### config.mk
export PLATFORM = sky130hd
export DESIGN_NAME = pixel_stream_source
export DESIGN_NICKNAME = d
export VERILOG_FILES = /design/src/rtl/pixel_stream_source.sv
export SDC_FILE = /design/constraint.sdc
export NUM_CORES = 1
export LEC_CHECK = 0
export BUFFER_PORTS_ARGS = -buffer_cell sky130_fd_sc_hd__buf_2
export CAP_MARGIN = 20
export CORE_MARGIN = 2
export CORE_UTILIZATION = 40
export CTS_BUF_LIST = sky130_fd_sc_hd__clkbuf_16
export DETAILED_ROUTE_END_ITERATION = 8
export PLACE_DENSITY = 0.6
export SYNTH_ARGS = -nofsm -noshare
export SYNTH_HDL_FRONTEND = slang
export SYNTH_SLANG_ARGS = --single-unit
export TNS_END_PERCENT = 10
### constraint.sdc
create_clock -name clk -period 7.5 [get_ports clk]
set_input_delay 0.375 -clock clk [delete_from_list [all_inputs] [get_ports clk]]
set_output_delay 0.375 -clock clk [all_outputs]
set_load 0.02 [all_outputs]
### src/rtl/pixel_stream_source.sv
// Raster-order pixel source: reads one frame from synchronous memory and
// streams it with line/frame markers under valid/ready flow control.
module pixel_stream_source #(
  parameter int unsigned IMG_W    = 64,
  parameter int unsigned IMG_H    = 64,
  parameter int unsigned ADDR_W   = 12,
  parameter int unsigned LINE_GAP = 0
) (
  input  logic              clk,
  input  logic              reset,
  input  logic              start,
  output logic              mem_rd_en,
  output logic [ADDR_W-1:0] mem_addr,
  input  logic [7:0]        mem_rdata,
  output logic [7:0]        p_data,
  output logic              valid,
  input  logic              ready_in,
  output logic              sol,
  output logic              eol,
  output logic              sof,
  output logic              eof,
  output logic              busy,
  output logic              done
);

  localparam int unsigned XW = (IMG_W > 1) ? $clog2(IMG_W) : 1;
  localparam int unsigned YW = (IMG_H > 1) ? $clog2(IMG_H) : 1;
  localparam int unsigned GW = 8;
  localparam int unsigned TW = 4;
  localparam int unsigned PW = 8 + TW;

  // Pixel word layout: {sof, eof, sol, eol, data[7:0]}
  localparam int unsigned B_EOL = 8;
  localparam int unsigned B_SOL = 9;
  localparam int unsigned B_EOF = 10;
  localparam int unsigned B_SOF = 11;

  localparam logic [XW-1:0] X_LAST   = XW'(IMG_W - 1);
  localparam logic [YW-1:0] Y_LAST   = YW'(IMG_H - 1);
  localparam logic [GW-1:0] GAP_LAST = GW'(LINE_GAP - 1);

  typedef enum logic [1:0] {IDLE, READ, GAP, DRAIN} state_t;

  state_t          state, state_nxt;
  logic [XW-1:0]   x_q;
  logic [YW-1:0]   y_q;
  logic [GW-1:0]   gap_q;
  logic [TW-1:0]   rd_tag;
  logic            pend;
  logic [TW-1:0]   pend_tag;
  logic [PW-1:0]   out_q;
  logic            out_valid;
  logic [PW-1:0]   skid0, skid1;
  logic [1:0]      skid_cnt;

  logic            issue_c, done_set_c, pop_c, x_last_c, y_last_c;
  logic [TW-1:0]   cur_tag_c;
  logic [2:0]      inflight_c;
  logic [PW-1:0]   in_word_c;
  logic            out_free_c, take_skid_c, to_skid_c;

  assign pop_c    = out_valid & ready_in;
  assign x_last_c = (x_q == X_LAST);
  assign y_last_c = (y_q == Y_LAST);
  // Pixels already committed (stored or in flight) after this cycle's pop.
  assign inflight_c = 3'(out_valid) + 3'(skid_cnt) + 3'(mem_rd_en) + 3'(pend) - 3'(pop_c);
  assign cur_tag_c  = (state == IDLE) ? 4'b1010
                    : {(x_q == '0) && (y_q == '0), x_last_c && y_last_c, x_q == '0, x_last_c};

  always_ff @(posedge clk) begin
    if (reset) state <= IDLE;
    else       state <= state_nxt;
  end

  always_comb begin
    state_nxt = state;
    case (state)
      IDLE:  if (issue_c) state_nxt = READ;
      READ:  if (issue_c && x_last_c)
               state_nxt = y_last_c ? DRAIN : ((LINE_GAP > 0) ? GAP : READ);
      GAP:   if (gap_q == GAP_LAST) state_nxt = READ;
      DRAIN: if (done_set_c) state_nxt = IDLE;
      default: state_nxt = IDLE;
    endcase
  end

  always_comb begin
    issue_c    = 1'b0;
    done_set_c = 1'b0;
    case (state)
      IDLE:  issue_c    = start & ~done;
      READ:  issue_c    = (inflight_c <= 3'd2);
      DRAIN: done_set_c = pop_c & out_q[B_EOF];
      default: ;
    endcase
  end

  // Read address and raster counters
  always_ff @(posedge clk) begin
    if (reset) begin
      mem_rd_en <= 1'b0;
      mem_addr  <= '0;
      x_q       <= '0;
      y_q       <= '0;
      gap_q     <= '0;
      rd_tag    <= '0;
    end else begin
      mem_rd_en <= issue_c;
      gap_q     <= (state == GAP) ? gap_q + GW'(1) : '0;
      if (issue_c) begin
        rd_tag <= cur_tag_c;
        if (state == IDLE) begin
          mem_addr <= '0;
          x_q      <= XW'(1);
          y_q      <= '0;
        end else begin
          mem_addr <= mem_addr + ADDR_W'(1);
          if (x_last_c) begin
            x_q <= '0;
            y_q <= y_q + YW'(1);
          end else begin
            x_q <= x_q + XW'(1);
          end
        end
      end
    end
  end

  always_ff @(posedge clk) begin
    if (reset) begin
      busy <= 1'b0;
      done <= 1'b0;
    end else begin
      done <= done_set_c;
      if (state == IDLE && issue_c) busy <= 1'b1;
      else if (done_set_c)          busy <= 1'b0;
    end
  end

  assign in_word_c   = {pend_tag, mem_rdata};
  assign out_free_c  = ~out_valid | pop_c;
  assign take_skid_c = out_free_c && (skid_cnt != 2'd0);
  assign to_skid_c   = pend && !(out_free_c && (skid_cnt == 2'd0));

  // Output register backed by a 2-entry skid FIFO
  always_ff @(posedge clk) begin
    if (reset) begin
      pend      <= 1'b0;
      pend_tag  <= '0;
      out_valid <= 1'b0;
      out_q     <= '0;
      skid0     <= '0;
      skid1     <= '0;
      skid_cnt  <= '0;
    end else begin
      pend     <= mem_rd_en;
      pend_tag <= rd_tag;
      if (out_free_c) begin
        if (skid_cnt != 2'd0) begin
          out_q     <= skid0;
          out_valid <= 1'b1;
        end else if (pend) begin
          out_q     <= in_word_c;
          out_valid <= 1'b1;
        end else begin
          out_valid <= 1'b0;
        end
      end
      case ({take_skid_c, to_skid_c})
        2'b10: begin
          skid0    <= skid1;
          skid_cnt <= skid_cnt - 2'd1;
        end
        2'b01: begin
          if (skid_cnt == 2'd0) skid0 <= in_word_c;
          else                  skid1 <= in_word_c;
          skid_cnt <= skid_cnt + 2'd1;
        end
        2'b11: begin
          if (skid_cnt == 2'd1) begin
            skid0 <= in_word_c;
          end else begin
            skid0 <= skid1;
            skid1 <= in_word_c;
          end
        end
        default: ;
      endcase
    end
  end

  assign p_data = out_q[7:0];
  assign valid  = out_valid;
  assign sol    = out_q[B_SOL];
  assign eol    = out_q[B_EOL];
  assign sof    = out_q[B_SOF];
  assign eof    = out_q[B_EOF];

endmodule

-- Word-level counts from Yosys, hierarchy flattened
Index checks and enable logic that the tools add are counted.
- register bits after elaboration: 85
- input port bits: 12
- word-level logic and storage cells: 103
- $add $sub $neg: 10
- order comparisons: 1
- eq/ne operators: 17
- mux-type cells: 27
- bitwise logic cells: 7
- reductions and logical operators: 25
- operators by type and width (kind ; count):
    $mux W12 ; 7
    $pmux W12 S3 ; 1
    $mux W6 ; 4
    $pmux W12 S2 ; 1
    $ne A2 B2 Y1 const B ; 7
    $add A12 B1 Y12 const B ; 1
    $add A6 B1 Y6 const B ; 2
    $eq A6 B6 Y1 const B ; 2
    $logic_not A6 Y1 ; 2
    $reduce_bool A2 Y1 ; 6
    $mux W2 ; 5
    $add A8 B1 Y8 const B ; 1
    $eq A2 B2 Y1 const B ; 4
    $eq A8 B8 Y1 const B ; 1
    $pmux W2 S4 ; 1
    $logic_and A1 B1 Y1 ; 7
    $add A3 B1 Y3 ; 2
    $eq A2 B1 Y1 const B ; 3
    $reduce_and A2 Y1 ; 3
    $mux W1 ; 5
    $logic_not A2 Y1 ; 2
    $mux W4 ; 1
    $pmux W2 S2 ; 1
    $reduce_and A4 Y1 ; 1
    13 further kinds ; 17

-- Longest topological paths before layout
Gate-level depths: netlist of the first run.
- word-level depth: 9
- depth in mapped cells: 14
- mapped depth without buffers: 11

-- Worst setup path before layout of the first run
Ideal clock, no wire load.
- path type: reg2reg
- start: register out_valid (netlist: valid)
- end: register mem_addr[11]
- library setup time: 0.070 ns
- arrival time: 3.029 ns
- required time: 7.430 ns
- slack: 4.401 ns
- stages on the path, launching flop included: 14
- period minus slack after synthesis: 3.099 ns
- cell sequence: dfxtp_1 -> nor2b_1 -> clkbuf_1 -> inv_1 -> fa_1 -> inv_1 -> ha_1 -> inv_1 -> fa_1 -> nand2b_1 -> a31oi_1 -> buf_2 -> or4_1 -> a21oi_1
- cells in the longest elaborated chain, start to end: 6
- elaborated cells between the ends (all ways): 7
- ends and longest elaborated chain (what ; line ; text):
    start: declaration ; 52 ; logic out_valid;
    start signal: assignment ; 150 ; out_valid <= 1'b0;
    start signal: assignment ; 161 ; out_valid <= 1'b1;
    start signal: assignment ; 164 ; out_valid <= 1'b1;
    $add A1 B2 Y3 ; 66 ; assign inflight_c = 3'(out_valid) + 3'(skid_cnt) + 3'(mem_rd_en) + 3'(pend) - 3'(pop_c);
    $add A3 B1 Y3 (2 in series) ; 66 ;
    $sub A3 B1 Y3 * ; 66 ;
    $le A3 B2 Y1 * ; 92 ; READ: issue_c = (inflight_c <= 3'd2);
    $pmux W1 S2 * ; 90 ; case (state)
    end signal: assignment ; 117 ; mem_addr <= mem_addr + ADDR_W'(1);
    end: declaration ; 13 ; output logic [ADDR_W-1:0] mem_addr,
Mark *: on every way between the ends. The rest lies on a longest branch, timed or not.
A chain may end at the register's enable or synchronous reset.

-- Worst setup path after layout of the first run
- start: register out_valid (netlist: valid)
- end: register x_q[3]
- cells in the longest elaborated chain, start to end: 6
- elaborated cells between the ends (all ways): 7
- ends and longest elaborated chain (what ; line ; text):
    $add A1 B2 Y3 ; 66 ;
    $add A3 B1 Y3 (2 in series) ; 66 ;
    $sub A3 B1 Y3 * ; 66 ;
    $le A3 B2 Y1 * ; 92 ;
    $pmux W1 S2 * ; 90 ;
    end signal: assignment ; 122 ; x_q <= x_q + XW'(1);
    end: declaration ; 45 ; logic [XW-1:0] x_q;
Marks and branches as above.

==> results of run 1 <==
## worst min-delay path: cells and delay by family
kind / cells / cell delay (ns)
buffers and inverters: 1 / 0.10
multiplexers: 1 / 0.06
AND/OR/NAND/NOR: 1 / 0.07
## cell families (layout without fill, tap and decap cells)
| kind of cell | count (synthesis) | in the layout | synth area share |
|---|---|---|---|
| XOR/XNOR | 10 | 10 | 0.0230 |
| buffers and inverters | 40 | 76 | 0.0423 |
| AND/OR/NAND/NOR | 146 | 146 | 0.196 |
| adder cells (fa/ha/maj) | 14 | 14 | 0.0499 |
| multiplexers | 26 | 26 | 0.0682 |
| flip-flops | 85 | 85 | 0.446 |
| other | 1 | 1 | 0.000983 |
| AO/OA/AOI/OAI | 99 | 99 | 0.174 |
## routing by layer
layer  track usage  vias up  part of all wire
li1              -     1577                 -
met1         0.200     1439              0.48
met2         0.277       42              0.48
met3        0.0366        9             0.032
met4        0.0613        0             0.014
met5             0        -                 0
## sequential cells by signal, summed over array words and instances (netlist names)
register and flops:
mem_addr 12, busy 1, x_q 6, state 2, out_q 12, pend_tag 4
gap_q 8, mem_rd_en 1, rd_tag 4, skid_cnt 2, valid 1, skid1 12
y_q 6, done 1, skid0 12, pend 1
## through the flow
step	total power [mW]	instances
5_1_grt	1.62	586
4_1_cts	1.53	586
3_3_place_gp	1.06	570
2_1_floorplan	0.946	421
6_report	1.51	586
3_5_place_dp	1.06	570
## path summary, 6_finish.rpt
path | from | end | slack, ns | cells past startpoint
worst max-delay path | valid | x_q[3] | 4.03 | 12
worst min-delay path | mem_rdata[4] | skid1[4] | 0.31 | 3
worst max register to register | valid | x_q[3] | 4.03 | 12
worst min register to register | gap_q[0] | gap_q[0] | 0.45 | 1
## cell usage in the layout (no fill, tap or decap), types with 16 or more instances in the layout
cell type / n
inv_1: 16
nor2_1: 58
nand2_1: 17
dfxtp_1: 85
mux2i_1: 25
buf_2: 39
a21oi_1: 27
a211oi_1: 24
nand3_1: 18
## power groups by stage
| stage | Clock (mW) | Combinational [mW] | Sequential (mW) |
|---|---|---|---|
| finish | 0.459 | 0.483 | 0.569 |
| CTS | 0.475 | 0.488 | 0.569 |
| floorplan | 0 | 0.331 | 0.615 |
| global placement | 0 | 0.480 | 0.576 |
| global route | 0.493 | 0.548 | 0.579 |
| detailed placement | 0 | 0.486 | 0.579 |
## area by class of cell
cell class                 instances  area share
sequential                        85       0.384
clock inverter                     7      0.0206
inverter                          16      0.0135
clock buffer                       9      0.0508
tap                              129      0.0364
timing repair buffer              44      0.0525
multi-input combinational        296       0.442
==> impl_results.md, run 1 <==
* Worst Setup End Kind: flip-flop
* Path category of the worst min-delay check: input port to flip-flop
* CP bufs+invs at 4
* Final Setup Violations at 0
* Top-count cell post-synth: dfxtp_1
* Library cells used by synthesis at 47
* Die footprint at 10300 sq um
* Clock tree buffer depth at 2
* Rows at 35
* Drc violations at 0
* Post_cts resized at 0
* Reg area at 1700 sq um
* Initial DRC Count at 104
* First-pass GRT wire length at 13500 microns
* Most Frequent Cell on Critical Path: inv_1
* Crit Path Category: flip-flop to flip-flop
* Primary FF master, synth: dfxtp_1
* Worst slew pin tran at 1.04 ns
* DR WL/cell at 13.3 microns
* Antenna-violating nets left at 0
* Final period util at 0.463
* Outcome: completed
* Required @ worst endpoint at 7.75 ns
* Antenna violations before repair at 0
* Yosys warns at 0
* Starting density of the core at 0.413
* FMAX at 0.288 GHz
* Core area at 9240 sq um
* Via count at 3067
* Async S/R FF share, synth at 0
* Cells along the critical path: nor2b_1, inv_1, fa_1, inv_1, ha_1, inv_1, fa_1, nand2b_1, a31oi_2, buf_4, or4_1, a31oi_1
* Synth top area share at 0.446
* Final critical-path setup slack at 4.03 ns
* Cell taking the most area after synthesis: dfxtp_1
* Share of cells above drive strength 1 at 0.160
* H-tree depth at 3
* Worst-Skew Late Latency at 0.34 ns
* Grt ovf at 0
* Largest net degree at the start of global routing at 67
* Sw frac at 0.352
* CP max stage delay at 0.54 ns
* Combinational power share at 0.319
* Max IR drop VDD at 0.126 mV
* Power Density at 341 nW/um^2
* Syn nets at 447
* RSZ-0062 raised after global routing: false
* Clock-pin slew on the worst setup and hold paths at 0.07 ns
* Synth area leaders: dfxtp_1, mux2i_1, nor2_1
* CTS tree: built
* Sequential Power Share at 0.377
* Clock power frac at 0.304
* Num ports at 40
* Max-cap violation count at 0
* Int Power at 0.980 mW
* Chip height at 102 microns
* Routed Wire Length at 7790 microns
* Gr usage total at 0.163
* Max-slew violation count at 0
* CTS Sinks at 85
* Post-route cell area at 4430 sq um
* Synth top cells by count: dfxtp_1, nor2_1, a21oi_1, mux2i_1, a211oi_1
* DR vias/cell at 5.23
* Setup_tns at 0 ns
* Setup Fix Bufs, Post-CTS at 0
* Pre-CTS WS at 4.00 ns
* Critical-path top delay cell: or4_1
* Area Growth Syn to Fin at 16.2%
* Synthesized area per cell at 9.06 sq um
* Final Hold Vio Count at 0
* CTS Buf Count at 9
* Die Wd at 102 microns
* IO Port Bufs at 39
* Filler cells at 916
* Hold bufs inserted after CTS at 0
* Sequential share of the synthesized area at 0.446
* Syn Inst Count at 421
* Mapped Area at 3810 sq um
* Slew HR at 0.305
* Footprint of the multi-input gates at 1960 sq um
* Post-place instance area at 4120 sq um
* Startpoint types: flip-flop
* Net Switching at 0.532 mW
* Pleak at 1.79 nW
* Max Clock Skew at 0.00982 ns
* Post-layout util at 0.480
* Final critical-path required period at 3.47 ns
* Critical path arrival at 3.73 ns
* Synth Register Bits at 85
* EDFF count, synth at 0
* Vias in the first global route at 2901
* CP Max Fanout at 39
* Post-DP HPWL at 5210 microns
* Nets at 478
* CTS root buf: clkbuf_16
* Min Hold Slack at 0.307 ns
* First-pass detailed-route iteration total at 4
* Gpl congestion at 0.799
* N_diodes at 0
* Kind of cell adding the most delay to the critical path: simple AND/OR/NAND/NOR gates
(Power assumes the default switching activity.)
==> run 2: changes to the inputs <==
clock period = 3.55 ns   (was 7.5 ns; I/O delays follow)
==> run 2 against run 1 <==
Power increased by 110%. Clock-buffer cell count unchanged. Final cell count rose by 0.68%. Setup slack got worse by 3.6 ns. Hold slack worse by 0.20 ns. Sequential share of layout area decreased by 0.30 points. Global-route usage rose by 0.22 points. Combinational power up 120%. Largest cell class unchanged.
==> impl_results.md, run 2 (same netlist as run 1, synthesis figures left out) <==
* Power Density at 718 nW/um^2 (+110%)
* Post_cts resized at 0 (unchanged)
* FMAX at 0.322 GHz (+12%)
* IO Port Bufs at 39 (unchanged)
* Cells along the critical path: nor2b_1, inv_1, fa_1, inv_1, ha_1, inv_1, fa_1, nand2b_1, a31oi_2, buf_12, or4_1, a31oi_1
* CTS Sinks at 85 (unchanged)
* CTS tree: built
* Routed Wire Length at 7910 microns (+1.6%)
* Share of cells above drive strength 1 at 0.167 (+0.00729)
* Post-DP HPWL at 5400 microns (+3.6%)
* CP Max Fanout at 39 (unchanged)
* Starting density of the core at 0.413 (unchanged)
* Num ports at 40 (unchanged)
* First-pass detailed-route iteration total at 4 (unchanged)
* Crit Path Category: flip-flop to flip-flop
* CP max stage delay at 0.48 ns (-0.06 ns)
* R2R Setup Slk at 0.44 ns (-3.59 ns)
* Final Hold Vio Count at 0 (unchanged)
* Critical path origin: valid
* Outcome: completed
* Setup_tns at 0 ns (unchanged)
* Footprint of the multi-input gates at 1960 sq um (unchanged)
* Path category of the worst min-delay check: input port to flip-flop
* Worst slew pin tran at 0.819 ns (-0.224 ns)
* Antenna-violating nets left at 0 (unchanged)
* Gr usage total at 0.165 (+0.00216)
* First-pass GRT wire length at 13600 microns (+1.1%)
* Grt ovf at 0 (unchanged)
* Drc violations at 0 (unchanged)
* N_diodes at 0 (unchanged)
* RSZ-0062 raised after global routing: false
* Filler cells at 896 (-2.2%)
* End point of the critical path: x_q[5]
* Rows at 35 (unchanged)
* Final period util at 0.876 (+0.413)
* Nets at 482 (+0.84%)
* Total power at 3.21 mW (+110%)
* Critical-path top delay cell: or4_1
* Reg-to-Reg End: x_q[5]
* Kind of cell adding the most delay to the critical path: adder cells
* CP bufs+invs at 4 (unchanged)
* Most frequent cells in the layout: dfxtp_1, nor2_1, buf_2, a21oi_1, mux2i_1
* CTS Buf Count at 9 (unchanged)
* CTS root buf: clkbuf_16
* Crit path depth at 12 (unchanged)
* Required @ worst endpoint at 3.80 ns (-3.95 ns)
* Depth of the most critical reg-to-reg path at 12 (unchanged)
* Final critical-path required period at 3.11 ns (-0.364 ns)
* Hold bufs inserted after CTS at 0 (unchanged)
* Max Clock Skew at 0.00433 ns (-0.00549 ns)
* Area Growth Syn to Fin at 17.2%
* H-tree depth at 3 (unchanged)
* Pleak at 1.82 nW (+1.5%)
* Critical path arrival at 3.36 ns (-0.37 ns)
* Clock-pin slew on the worst setup and hold paths at 0.06 ns (about the same)
* Max-cap violation count at 0 (unchanged)
* Largest net degree at the start of global routing at 45 (-33%)
* R2r startpoint: valid
* Via count at 3100 (+1.1%)
* Final Setup Violations at 0 (unchanged)
* Slew HR at 0.454 (+0.149)
* Worst Setup End Kind: flip-flop
* Antenna violations before repair at 0 (unchanged)
* DR WL/cell at 13.4 microns (+0.88%)
* Die footprint at 10300 sq um (unchanged)
* Gpl congestion at 0.824 (+3.2%)
* Max-slew violation count at 0 (unchanged)
* Core area at 9240 sq um (unchanged)
* Clock tree buffer depth at 2 (unchanged)
* Reg area at 1700 sq um (unchanged)
* DR vias/cell at 5.25 (+0.39%)
* Startpoint types: flip-flop
* Initial DRC Count at 170 (+63%)
* Worst-Skew Late Latency at 0.33 ns (about the same)
* Min Hold Slack at 0.111 ns (-0.196 ns)
* Commonest non-fill, non-tap cell in the layout: dfxtp_1
* Setup Fix Bufs, Post-CTS at 0 (unchanged)
* Vias in the first global route at 2917 (+0.55%)
* Max IR drop VDD at 0.282 mV (+120%)
* Chip height at 102 microns (unchanged)
* Die Wd at 102 microns (unchanged)
* Most Frequent Cell on Critical Path: inv_1
==> run 2: cell count changes in the layout (fill, tap and decap cells not counted) <==
cell	change
inv_6	-2
clkinv_4	+2
clkinv_2	+1
clkinv_8	-1
clkinvlp_4	-1
buf_12	+1
inv_8	+1
buf_4	+3
==> run 2: worst min-delay path by stage <==
stage | startpoint | endpoint | cells past startpoint
after floorplan | mem_rdata[0] | skid1[0] | 2
after global placement | gap_q[0] | gap_q[0] | 1
after detailed placement | gap_q[0] | gap_q[0] | 1
after CTS | mem_rdata[1] | skid1[1] | 3
after global routing | mem_rdata[7] | skid1[7] | 3
final | mem_rdata[1] | skid1[1] | 3
==> run 2: metrics by stage <==
stage | util | setup WS [ns] | cells | area, sq um
floorplan | - | 0.451 | 421 | 3810
global placement | 0.450 | 0.570 | 574 | 4160
detailed placement | 0.450 | 0.492 | 574 | 4160
CTS | 0.484 | 0.449 | 590 | 4470
global route | 0.484 | 0.237 | 590 | 4470
finish | 0.484 | 0.441 | 590 | 4470
==> run 2: area by class of cell <==
cell class	instances	area share
multi-input cells	296	0.439
flip-flops and latches	85	0.381
repair buffers	48	0.0616
clock buffers	9	0.0504
well taps	129	0.0361
clock inverters	7	0.0188
inverters	16	0.0134
==> run 2: worst reg2reg max path: stages (launching register included) <==
cell      delay [ns]
dfxtp_1         0.34
nor2b_1         0.19
inv_1           0.14
fa_1            0.45
inv_1           0.07
ha_1            0.13
inv_1           0.05
fa_1            0.46
nand2b_1        0.18
a31oi_2         0.13
buf_12          0.19
or4_1           0.49
a31oi_1         0.20
==> run 2: report_power, final <==
part	internal (mW)	switching [mW]	total [mW]
combinational	0.409	0.638	1.05
sequential	1.12	0.0849	1.20
clock	0.557	0.403	0.960
==> run 2: layer usage <==
metal / global-route usage / vias to the layer above / routed length, microns
met5: 0 / - / 0
met4: 0.0603 / 0 / 125
met3: 0.0386 / 14 / 300
met2: 0.270 / 61 / 3650
met1: 0.212 / 1441 / 3830
li1: - / 1584 / -
==> run 3: changes to the inputs <==
PLACE_DENSITY = 0.55   (was 0.6)
==> run 3 against run 2 <==
Largest power group unchanged. Final area is 0.28% lower. Critical path depth is 1 lower. Maximum frequency is 2.4% lower. Power is 0.90% lower. Largest cell class unchanged. Critical endpoint is now x_q[2].
==> impl_results.md, run 3 (same netlist as run 1, synthesis figures left out) <==
* CTS Buf Count at 9 (unchanged)
* Share of cells above drive strength 1 at 0.167 (+0.000363)
* Max-cap violation count at 0 (unchanged)
* Die footprint at 10300 sq um (unchanged)
* Int Power at 2.02 mW (-2.9%)
* Reg area at 1700 sq um (unchanged)
* Chip height at 102 microns (unchanged)
* Clock tree buffer depth at 2 (unchanged)
* Grt ovf at 0 (unchanged)
* Most frequent cells in the layout: dfxtp_1, nor2_1, buf_2, a21oi_1, mux2i_1
* Drc violations at 0 (unchanged)
* R2R Setup Slk at 0.36 ns (-0.08 ns)
* Startpoint types: flip-flop
* Critical path origin: valid
* Footprint of the multi-input gates at 1960 sq um (+0.13%)
* CTS Sinks at 85 (unchanged)
* Worst slew pin tran at 0.910 ns (+0.0912 ns)
* Core area at 9240 sq um (unchanged)
* Kind of cell adding the most delay to the critical path: simple AND/OR/NAND/NOR gates
* Gr usage total at 0.167 (+0.00197)
* CTS tree: built
* Pleak at 1.81 nW (-0.53%)
* CP bufs+invs at 3 (-1)
* Setup Fix Bufs, Post-CTS at 0 (unchanged)
* Commonest non-fill, non-tap cell in the layout: dfxtp_1
* Final period util at 0.898 (+0.0218)
* Vias in the first global route at 2915 (-0.069%)
* RSZ-0062 raised after global routing: false
* Antenna violations before repair at 0 (unchanged)
* Nets at 481 (-0.21%)
* Worst-Skew Late Latency at 0.34 ns (about the same)
* Gpl congestion at 0.812 (-1.5%)
* Num ports at 40 (unchanged)
* DR WL/cell at 13.5 microns (+0.79%)
* First-pass detailed-route iteration total at 4 (unchanged)
* Clock power frac at 0.294 (-0.005)
* Rows at 35 (unchanged)
* First-pass GRT wire length at 13700 microns (+0.61%)
* Hold bufs inserted after CTS at 0 (unchanged)
* Crit path depth at 11 (-1)
* Final Setup Violations at 0 (unchanged)
* Worst hold stages at 3 (unchanged)
* Net Switching at 1.16 mW (+2.8%)
* Final Hold Vio Count at 0 (unchanged)
* Die Wd at 102 microns (unchanged)
* R2r startpoint: valid
* H-tree depth at 3 (unchanged)
* Power Density at 713 nW/um^2 (-0.62%)
* Filler cells at 893 (-0.33%)
* CP max stage delay at 0.65 ns (+0.17 ns)
* Antenna-violating nets left at 0 (unchanged)
* Via count at 3085 (-0.48%)
* Path category of the worst min-delay check: input port to flip-flop
* Slew HR at 0.394 (-0.0608)
* IO Port Bufs at 39 (unchanged)
* Routed Wire Length at 7960 microns (+0.62%)
* Reg-to-Reg End: x_q[2]
* FMAX at 0.314 GHz (-2.4%)
* Required @ worst endpoint at 3.81 ns (about the same)
* Combinational power share at 0.328 (+0.002)
* DR vias/cell at 5.24 (-0.31%)
* End point of the critical path: x_q[2]
* Cells along the critical path: nor2b_2, inv_1, fa_1, inv_1, ha_1, inv_1, fa_1, nand2b_1, nand3_2, or4b_2, a21oi_1
* Outcome: completed
* Max-slew violation count at 0 (unchanged)
* Post-DP HPWL at 5350 microns (-0.79%)
* Min Hold Slack at 0.109 ns (-0.00182 ns)
* Crit Path Category: flip-flop to flip-flop
* Clock-pin slew on the worst setup and hold paths at 0.07 ns (about the same)
* Sw frac at 0.364 (+0.0131)
* Worst Setup End Kind: flip-flop
* Max IR drop VDD at 0.337 mV (+20%)
* Critical-path top delay cell: or4b_2
* Max Clock Skew at 0.0106 ns (+0.00630 ns)
* N_diodes at 0 (unchanged)
* Final critical-path required period at 3.19 ns (+0.0774 ns)
* Largest net degree at the start of global routing at 48 (+6.7%)
* Post_cts resized at 0 (unchanged)
* CP Max Fanout at 9 (-77%)
* Most Frequent Cell on Critical Path: inv_1
* Depth of the most critical reg-to-reg path at 11 (-1)
* Setup_tns at 0 ns (unchanged)
* Starting density of the core at 0.413 (unchanged)
* Sequential Power Share at 0.378 (+0.003)
* Initial DRC Count at 73 (-57%)
* CTS root buf: clkbuf_16
* Area Growth Syn to Fin at 16.8%
* Critical path arrival at 3.44 ns (+0.08 ns)
[run 3: how the worst min path moves through the flow]
stage	start	endpoint	slack, ns
after detailed placement	rd_tag[3]	pend_tag[3]	0.43
final	mem_rdata[7]	skid1[7]	0.11
after global placement	gap_q[0]	gap_q[0]	0.42
after CTS	mem_rdata[7]	skid1[7]	0.10
after floorplan	mem_rdata[0]	skid1[0]	0.32
after global routing	mem_rdata[0]	skid1[0]	0.11
[run 3: area by class of cell]
class | instances | share of cell area
multi-input combinational | 296 | 0.441
sequential | 85 | 0.382
tap | 129 | 0.0362
clock inverter | 7 | 0.0171
inverter | 16 | 0.0135
clock buffer | 9 | 0.0505
timing repair buffer | 47 | 0.0601
[run 3: per-stage QoR]
step / setup slack (ns) / power, mW / instances / utilization / cell area [sq um]
finish: 0.364 / 3.18 / 589 / 0.482 / 4460
detailed placement: 0.246 / 2.28 / 573 / 0.449 / 4150
global route: 0.118 / 3.42 / 589 / 0.482 / 4460
CTS: 0.200 / 3.22 / 589 / 0.482 / 4450
floorplan: 0.451 / 2.00 / 421 / - / 3810
global placement: 0.315 / 2.26 / 573 / 0.449 / 4150
[run 3: per-layer routing]
| metal | global-route usage | share of wire | up-vias | wire length, microns |
|---|---|---|---|---|
| met1 | 0.210 | 0.50 | 1453 | 3940 |
| met4 | 0.0624 | 0.0096 | 0 | 76 |
| li1 | - | - | 1583 | - |
| met2 | 0.277 | 0.47 | 42 | 3720 |
| met5 | 0 | 0 | - | 0 |
| met3 | 0.0400 | 0.027 | 7 | 218 |
[run 3: worst register-to-register path, stage by stage (launching register included)]
cell and delay, ns:
dfxtp_1 0.34, nor2b_2 0.26, inv_1 0.15, fa_1 0.45
inv_1 0.07, ha_1 0.13, inv_1 0.05, fa_1 0.47
nand2b_1 0.18, nand3_2 0.20, or4b_2 0.65, a21oi_1 0.16
[run 3: power by group through the flow]
stage / registers [mW] / clock network, mW / logic (mW)
floorplan: 1.30 / 0 / 0.700
global placement: 1.22 / 0 / 1.04
detailed placement: 1.23 / 0 / 1.05
CTS: 1.20 / 0.964 / 1.06
global route: 1.22 / 1.01 / 1.18
finish: 1.20 / 0.936 / 1.04
